==> config.mk <==
export PLATFORM = sky130hd
export DESIGN_NAME = pipe_ctrl_chain
export DESIGN_NICKNAME = d
export VERILOG_FILES = /design/src/rtl/pipe_ctrl_chain.sv
export SDC_FILE = /design/constraint.sdc
export NUM_CORES = 1
export LEC_CHECK = 0
export BUFFER_PORTS_ARGS = -buffer_cell sky130_fd_sc_hd__buf_2
export CAP_MARGIN = 15
export CELL_PAD_IN_SITES_DETAIL_PLACEMENT = 1
export CELL_PAD_IN_SITES_GLOBAL_PLACEMENT = 2
export CORE_AREA = 2 2 69 137
export CTS_BUF_LIST = sky130_fd_sc_hd__clkbuf_8
export CTS_CLUSTER_SIZE = 30
export DETAILED_ROUTE_END_ITERATION = 6
export DIE_AREA = 0 0 71 139
export GPL_TIMING_DRIVEN = 0
export PLACE_DENSITY_LB_ADDON = 0.1
export SYNTH_ARGS = -nofsm -noshare
export SYNTH_HDL_FRONTEND = slang
export SYNTH_SLANG_ARGS = --single-unit
==> constraint.sdc <==
create_clock -name clk -period 1.62 [get_ports clk]
set_input_delay 0.081 -clock clk [delete_from_list [all_inputs] [get_ports clk]]
set_output_delay 0.081 -clock clk [all_outputs]
set_load 0.03 [all_outputs]
==> src/rtl/pipe_ctrl_chain.sv <==
// pipe_ctrl_chain: a chain of control-bundle pipeline registers (ID/EX, EX/MEM, MEM/WB by default).
// Each stage can be held or flushed. The hold of an older stage also freezes every younger stage.
// A stage whose upstream neighbour is frozen is loaded with a bubble.
//
// Ports:
//   clk, R          single clock; asynchronous active-low reset
//   in_ctrl/in_valid control bundle and valid bit from the decode mux
//   nop_sel         forces a bubble into stage 0
//   hold, flush     per-stage hold and kill requests (bit i = stage i); flush wins over hold
//   clr_cnt         synchronous clear of stall_cycles
//   stage_ctrl      stage i bundle at [i*WIDTH +: WIDTH]
//   stage_valid     per-stage valid
//   in_ready        stage 0 accepts input this cycle (combinational)
//   occupancy       number of valid stages (combinational)
//   stall_cycles    saturating count of cycles with in_ready=0

// One pipeline register for a valid bit and a control bundle.
module pipe_ctrl_stage #(
  parameter int WIDTH = 13
) (
  input  logic             clk,
  input  logic             rst_n,
  input  logic             flush,
  input  logic             hold,
  input  logic             bubble,
  input  logic             vld_in,
  input  logic [WIDTH-1:0] ctrl_in,
  output logic             vld_q,
  output logic [WIDTH-1:0] ctrl_q
);
  always_ff @(posedge clk or negedge rst_n) begin
    if (!rst_n) begin
      vld_q  <= 1'b0;
      ctrl_q <= '0;
    end else if (flush) begin
      vld_q  <= 1'b0;
      ctrl_q <= '0;
    end else if (hold) begin
      vld_q  <= vld_q;
      ctrl_q <= ctrl_q;
    end else if (bubble || !vld_in) begin
      // An invalid stage always carries an all-zero bundle, so no enable leaks downstream.
      vld_q  <= 1'b0;
      ctrl_q <= '0;
    end else begin
      vld_q  <= 1'b1;
      ctrl_q <= ctrl_in;
    end
  end
endmodule

module pipe_ctrl_chain #(
  parameter int WIDTH  = 13,
  parameter int STAGES = 3,
  parameter int CNT_W  = 16,
  localparam int OCC_W = $clog2(STAGES + 1)
) (
  input  logic                    clk,
  input  logic                    R,
  input  logic [WIDTH-1:0]        in_ctrl,
  input  logic                    in_valid,
  input  logic                    nop_sel,
  input  logic [STAGES-1:0]       hold,
  input  logic [STAGES-1:0]       flush,
  input  logic                    clr_cnt,
  output logic [STAGES*WIDTH-1:0] stage_ctrl,
  output logic [STAGES-1:0]       stage_valid,
  output logic                    in_ready,
  output logic [OCC_W-1:0]        occupancy,
  output logic [CNT_W-1:0]        stall_cycles
);
  // Index 0 is the bundle offered at the input. Index i+1 is the output of stage i.
  logic [STAGES:0]            vld_pipe;
  logic [STAGES:0][WIDTH-1:0] ctrl_pipe;
  logic [STAGES-1:0]          eh;
  logic [CNT_W-1:0]           stall_q;
  logic [OCC_W-1:0]           occ;

  assign vld_pipe[0]  = in_valid & ~nop_sel;
  assign ctrl_pipe[0] = in_ctrl;

  // Effective hold: a held stage also freezes every younger stage behind it.
  always_comb begin
    eh = '0;
    eh[STAGES-1] = hold[STAGES-1];
    for (int i = STAGES - 2; i >= 0; i--) eh[i] = hold[i] | eh[i+1];
  end

  for (genvar i = 0; i < STAGES; i++) begin : g_stage
    logic             bub;
    logic             vin;
    logic [WIDTH-1:0] cin;
    if (i == 0) begin : g_head
      assign bub = 1'b0;
      assign vin = vld_pipe[0];
      assign cin = ctrl_pipe[0];
    end else begin : g_body
      // If the upstream stage is frozen, this stage takes a bubble.
      // If the upstream stage is being flushed, what it hands down is killed.
      assign bub = eh[i-1];
      assign vin = vld_pipe[i] & ~flush[i-1];
      assign cin = ctrl_pipe[i];
    end
    pipe_ctrl_stage #(.WIDTH(WIDTH)) u_stage (
      .clk    (clk),
      .rst_n  (R),
      .flush  (flush[i]),
      .hold   (eh[i]),
      .bubble (bub),
      .vld_in (vin),
      .ctrl_in(cin),
      .vld_q  (vld_pipe[i+1]),
      .ctrl_q (ctrl_pipe[i+1])
    );
  end

  assign stage_valid = vld_pipe[STAGES:1];
  assign stage_ctrl  = ctrl_pipe[STAGES:1];
  assign in_ready    = ~eh[0];

  always_comb begin
    occ = '0;
    for (int i = 1; i <= STAGES; i++) occ = occ + OCC_W'(vld_pipe[i]);
  end
  assign occupancy = occ;

  always_ff @(posedge clk or negedge R) begin
    if (!R)                         stall_q <= '0;
    else if (clr_cnt)               stall_q <= '0;
    else if (!in_ready && !(&stall_q)) stall_q <= stall_q + CNT_W'(1);
  end
  assign stall_cycles = stall_q;
endmodule

==> flow_metrics.tcl, run 1 <==
set metrics [dict create \
    outcome "complete, but fails checks" \
    total_power_mw 2.82 \
    die_w_um 71 \
    period_share_pct 105 \
    min_delay_path_depth 3 \
    syn_avg_cell_area_sq_um 12.2 \
    nNetsFinal 364 \
    clockBufferDepth 2 \
    hold_end "g_stage[0].u_stage.ctrl_q[3]" \
    yosysWarnings 0 \
    failed_checks "negative setup slack" \
    grt_max_degree 36 \
    drt_wl_total_mm 7.92 \
    drc 0 \
    numPortBuffers 84 \
    die_area_sq_mm 0.00987 \
    switching_share_pct 25.8 \
    setup_slack_ps -87.5 \
    gr-total-overflow 0 \
    gp_congestion 0.748 \
    area_growth_pct 50.1 \
    p_int_mw 2.09 \
    reg2reg_depth 8 \
    r2r_slack_ps -90 \
    cts_root_buffer "clkbuf_8" \
    worstSetupEndpointType "flop" \
    fin_cells 445 \
    max_freq_mhz 586 \
    maxSlewHeadroom_pct 44.1 \
    timing.rr.start "stall_cycles[1]" \
    netlist_instances 206 \
    crit_arrival_ps 1960 \
    cts_tree "yes" \
    synth.distinct_cells 37 \
    grt_usage_pct 16.9 \
    finClkSkew_ps 7.28 \
    numCtsBuffers 9 \
    whs_ps 111 \
    worst-slew-pin-transition_ps 838 \
    cp_max_fo 5 \
    finalHoldViolCount 0 \
    r2r_end "stall_cycles[2]" \
    leakage_nw 1.97 \
    vias 2231 \
    grt_pass1_wl_mm 12.9 \
    rsz0062_at_grt "yes" \
    grt_antenna_before_repair 0 \
    clk_pin_slew_ps 70 \
    io_pins 85 \
    drive_above_1_share_pct 49.6 \
    fin_util_pct 42.4 \
    drtPass1Iterations 4 \
    vdd_drop_max_mv 0.432 \
    dp_hpwl_mm 5.77 \
    p_switching_mw 0.729 \
    die_h_um 139 \
    viasPerCell 5.01 \
    ant_nets 0 \
    synthesis.area_sq_mm 0.00251 \
    required_ps 1870 \
    cts.sinks 58 \
    placed_cells 393 \
    start_kind "flop" \
    async_reset_ff_share_pct 100 \
    hold_start "nop_sel" \
    core_sq_mm 0.00889 \
    critical_path_class "flop to flop" \
    rows 49 \
    drt-wirelength-per-cell_um 17.8 \
    pwr-share-comb_pct 9.1 \
    grt_pass1_vias 2461 \
    pwr-share-seq_pct 52.3 \
    synth_fp_nets 232 \
    synth.yosys.seq_area_share_pct 57.9 \
    drt_iter0_markers 75 \
    clock_latency_ps 330 \
    diodes 0 \
    synth_top_flop_cell "dfrtp_1" \
    drv_cap 0 \
    ys_ff_latch 58 \
    setup_viol 17 \
    fin_crit_ps 1710 \
    start_util_pct 28.2 \
    htree_levels 3 \
    hp-class "primary input to flop" \
    p_per_area_mw_per_mm2 749 \
    synth_edf_count 0 \
    clkPwrFrac_pct 38.6 \
    slew_viol_final 0 \
]
==> routing by layer <==
| metal | track usage [%] | vias up | share of wire, % |
|---|---|---|---|
| li1 | - | 1046 | - |
| met1 | 18.6 | 1110 | 38 |
| met2 | 30.8 | 64 | 57 |
| met3 | 3.85 | 11 | 4.0 |
| met4 | 6.26 | 0 | 1.8 |
| met5 | 0 | - | 0 |
==> per-stage QoR <==
| stage | area (sq um) | setup TNS (ps) | setup WS, ps |
|---|---|---|---|
| after detailed placement | 3120 | -8920 | -388 |
| after global routing | 3770 | -2360 | -150 |
| final | 3770 | -633 | -87.5 |
| after floorplan | 2550 | -970 | -209 |
| after global placement | 3100 | -8930 | -404 |
| after CTS | 3650 | -1130 | -129 |
==> cell usage in the layout (no fill, tap or decap), types with 3 or more instances in the layout <==
cell type      count
nand3_1            4
buf_6              5
clkbuf_1           6
clkinv_2           4
nor2b_1            6
a21oi_1            4
o21ai_0            3
a21o_1             3
a22o_1            39
buf_4             20
nor4_4             3
nor3_1             3
dfrtp_2           12
buf_2             85
dlygate4sd3_1     14
inv_1              8
mux2_2             4
a31oi_1            3
nor2_1            13
nand2_1            5
clkbuf_8           9
dfrtp_1           46
==> worst max-delay path by stage <==
stage                               start               end  slack, ps  cells after the start
final                     stall_cycles[1]   stall_cycles[2]        -90                      8
after global routing      stall_cycles[1]   stall_cycles[3]       -150                      7
after CTS                 stall_cycles[1]   stall_cycles[2]       -130                      8
after detailed placement  stall_cycles[0]  stall_cycles[12]       -390                      5
after global placement    stall_cycles[0]  stall_cycles[12]       -400                      5
after floorplan           stall_cycles[0]  stall_cycles[12]       -210                      5
==> worst max-delay path, stage by stage (launching register included) <==
cell and delay, ps:
dfrtp_2 440, ha_4 180, nand4_1 110, buf_12 140
nor4_4 40, buf_6 140, buf_6 110, or3_1 350
a21oi_2 130
==> power by group through the flow <==
stage | clock network, mW | registers (mW) | logic (mW)
after floorplan | 0 | 1.52 | 0.0628
after global placement | 0 | 1.50 | 0.190
after detailed placement | 0 | 1.50 | 0.200
after CTS | 1.14 | 1.48 | 0.249
after global routing | 1.20 | 1.48 | 0.282
final | 1.09 | 1.48 | 0.257
==> cell type report <==
class	instances	area [sq um]
Fill cell	988	5120
Tap cell	102	128
Clock buffer	9	124
Multi-Input combinational cell	131	1160
Clock inverter	7	31.3
Buffer	12	60.1
Inverter	5	18.8
Sequential cell	58	1470
Timing Repair Buffer	121	779
==> cells in the mapped netlist, types with 4 or more instances <==
cell type / n / area [sq um]
a21oi_1: 6 / 30.0
a22o_1: 39 / 342
clkbuf_1: 7 / 26.3
dfrtp_1: 58 / 1450
inv_1: 5 / 18.8
mux2_2: 6 / 67.6
nand2_1: 6 / 22.5
nand3_1: 5 / 25.0
nor2_1: 16 / 60.1
nor2b_1: 6 / 37.5
nor3_1: 7 / 35.0
or3_1: 4 / 25.0
==> what timing repair did <==
action | CTS | global route
endpoints found under the hold margin | 47 | 0
pin swaps | 9 | 8
hold buffers | 14 | 0
resized for setup | 18 | 18
buffers inserted | 17 | 5
endpoints found under the setup margin | 17 | 28
cloned | 0 | 0
==> logic make-up after synthesis <==
group           Yosys count  synth area share [%]
mux                       8                  3.49
simple gates             60                  14.5
compound gates           61                  19.8
buf+inv                  17                  3.09
fa+ha+maj                 2                  1.30
flops                    58                  57.9
==> registers in the layout (all words and copies together), names as in the netlist <==
register	flops
g_stage.u_stage.ctrl_q	39
g_stage.u_stage.vld_q	3
stall_cycles	16
Note: power is estimated with default switching activity, not from simulation.
==> run 2, diff against run 1 <==
--- a/config.mk
+++ b/config.mk
@@ -19,3 +19,4 @@
 export SYNTH_ARGS = -nofsm -noshare
 export SYNTH_HDL_FRONTEND = slang
 export SYNTH_SLANG_ARGS = --single-unit
+export TNS_END_PERCENT = 30
==> flow_metrics.tcl, run 2 (synthesis gave the netlist of run 1 again) <==
set metrics [dict create \
    outcome "complete, but fails checks" \
    failed_checks "negative setup slack" \
    clockBufferDepth 2 \
    drt_iter0_markers 58 \
    required_ps 1830 \
    crit_slowest_cell "dfrtp_2" \
    io_pins 85 \
    diodes 0 \
    cp_cell_sequence "ha_4, nand4_1, buf_6, buf_6, nor2_4, a311oi_2, mux2_4" \
    numPortBuffers 84 \
    grt_pass1_wl_mm 12.9 \
    worstSetupEndpointType "flop" \
    timing.rr.start "stall_cycles[1]" \
    htree_levels 3 \
    vdd_drop_max_mv 0.407 \
    drive_above_1_share_pct 48.4 \
    numCtsBuffers 9 \
    cts.sinks 58 \
    finClkSkew_ps 8.38 \
    cts_root_buffer "clkbuf_8" \
    reg2reg_depth 7 \
    fin_util_pct 42.4 \
    hp-class "primary input to flop" \
    grt_usage_pct 16.9 \
    nNetsFinal 361 \
    vias 2264 \
    start_util_pct 28.2 \
    r2r_slack_ps -120 \
    drc 0 \
    area_growth_pct 50.2 \
    maxSlewHeadroom_pct 57.6 \
    die_h_um 139 \
    drv_cap 0 \
    hold_start "nop_sel" \
    p_per_area_mw_per_mm2 820 \
    clk_pin_slew_ps 70 \
    crit_cells 7 \
    min_delay_path_depth 3 \
    setup_viol 12 \
    ant_nets 0 \
    grt_max_degree 34 \
    max_freq_mhz 574 \
    path_common_cell "buf_6" \
    drt-wirelength-per-cell_um 18.3 \
    slew_viol_final 0 \
    viasPerCell 5.13 \
    cts_tree "yes" \
    dp_hpwl_mm 6.00 \
    fin_crit_ps 1740 \
    num-fill-cells 982 \
    crit_buf_inv 2 \
    start_kind "flop" \
    rows 49 \
    final_common_cell "buf_2" \
    drt_wl_total_mm 8.06 \
    clock_latency_ps 330 \
    grt_antenna_before_repair 0 \
    period_share_pct 108 \
    worst-slew-pin-transition_ps 635 \
    r2r_end "stall_cycles[9]" \
    setup_slack_ps -123 \
    drtPass1Iterations 4 \
    crit_family "flip-flops" \
    largest_register_ffs 39 \
    grt_pass1_vias 2513 \
    leakage_nw 1.97 \
    total_power_mw 3.09 \
    critical_path_class "flop to flop" \
    hold_end "g_stage[0].u_stage.ctrl_q[2]" \
    crit_path_max_incr_delay_ps 440 \
    core_sq_mm 0.00889 \
    gr-total-overflow 0 \
    layout_common_cells "85 x buf_2, 48 x dfrtp_1, 39 x a22o_1" \
    cp_max_fo 4 \
    gp_congestion 0.734 \
    whs_ps 126 \
    die_area_sq_mm 0.00987 \
    top_register "g_stage.u_stage.ctrl_q" \
    crit_arrival_ps 1950 \
    rsz0062_at_grt "yes" \
    die_w_um 71 \
    finalHoldViolCount 0 \
]
## run 2: final cells by class
cell class              instances  area [sq um]  area share [%]
flip-flops and latches         58          1460            38.8
multi-input cells             131          1140            30.3
repair buffers                118           753            20.0
clock buffers                  12           165            4.38
well taps                     102           128            3.39
plain buffers                  12          58.8            1.56
clock inverters                 3          38.8            1.03
inverters                       5          18.8           0.498
## run 2: how the worst max path moves through the flow
stage,slack [ps],start,endpoint
2_1_floorplan,-240,stall_cycles[9],stall_cycles[11]
3_3_place_gp,-520,stall_cycles[0],stall_cycles[12]
3_5_place_dp,-510,stall_cycles[0],stall_cycles[12]
4_1_cts,-120,stall_cycles[1],stall_cycles[9]
5_1_grt,-190,hold[2],g_stage[0].u_stage.ctrl_q[12]
6_report,-120,stall_cycles[1],stall_cycles[9]
## run 2: routing by layer
metal / up-vias / global-route usage [%] / share of wire, %
met5: - / 0 / 0
met4: 0 / 7.35 / 1.9
met3: 11 / 4.22 / 4.7
met2: 74 / 31.3 / 57
met1: 1135 / 17.4 / 36
li1: 1044 / - / -
## run 2: power breakdown
group	switching (mW)	leakage (nW)	internal (mW)
Sequential	0.0155	0.792	1.46
Clock	0.553	0.110	0.820
Combinational	0.144	1.06	0.0959
## run 2: worst min-delay path, cell delays in order
cell and delay (ps):
buf_2 80, nor4b_2 70, a22o_1 180
## run 2: what timing repair did
action | 4_1_cts | 5_1_grt
endpoints found under the hold margin | 38 | 0
endpoints found under the setup margin | 17 | 25
setup buffers | 15 | 5
pin swaps | 9 | 9
hold buffers | 14 | 0
resized for setup | 16 | 19
## run 2: per-stage QoR
stage,instances,instance area (sq um),worst slack (ps),setup TNS (ps)
2_1_floorplan,206,2530,-240,-1340
3_3_place_gp,392,3080,-517,-8520
3_5_place_dp,393,3100,-511,-9610
4_1_cts,437,3640,-123,-721
5_1_grt,441,3770,-185,-3020
6_report,441,3770,-123,-572
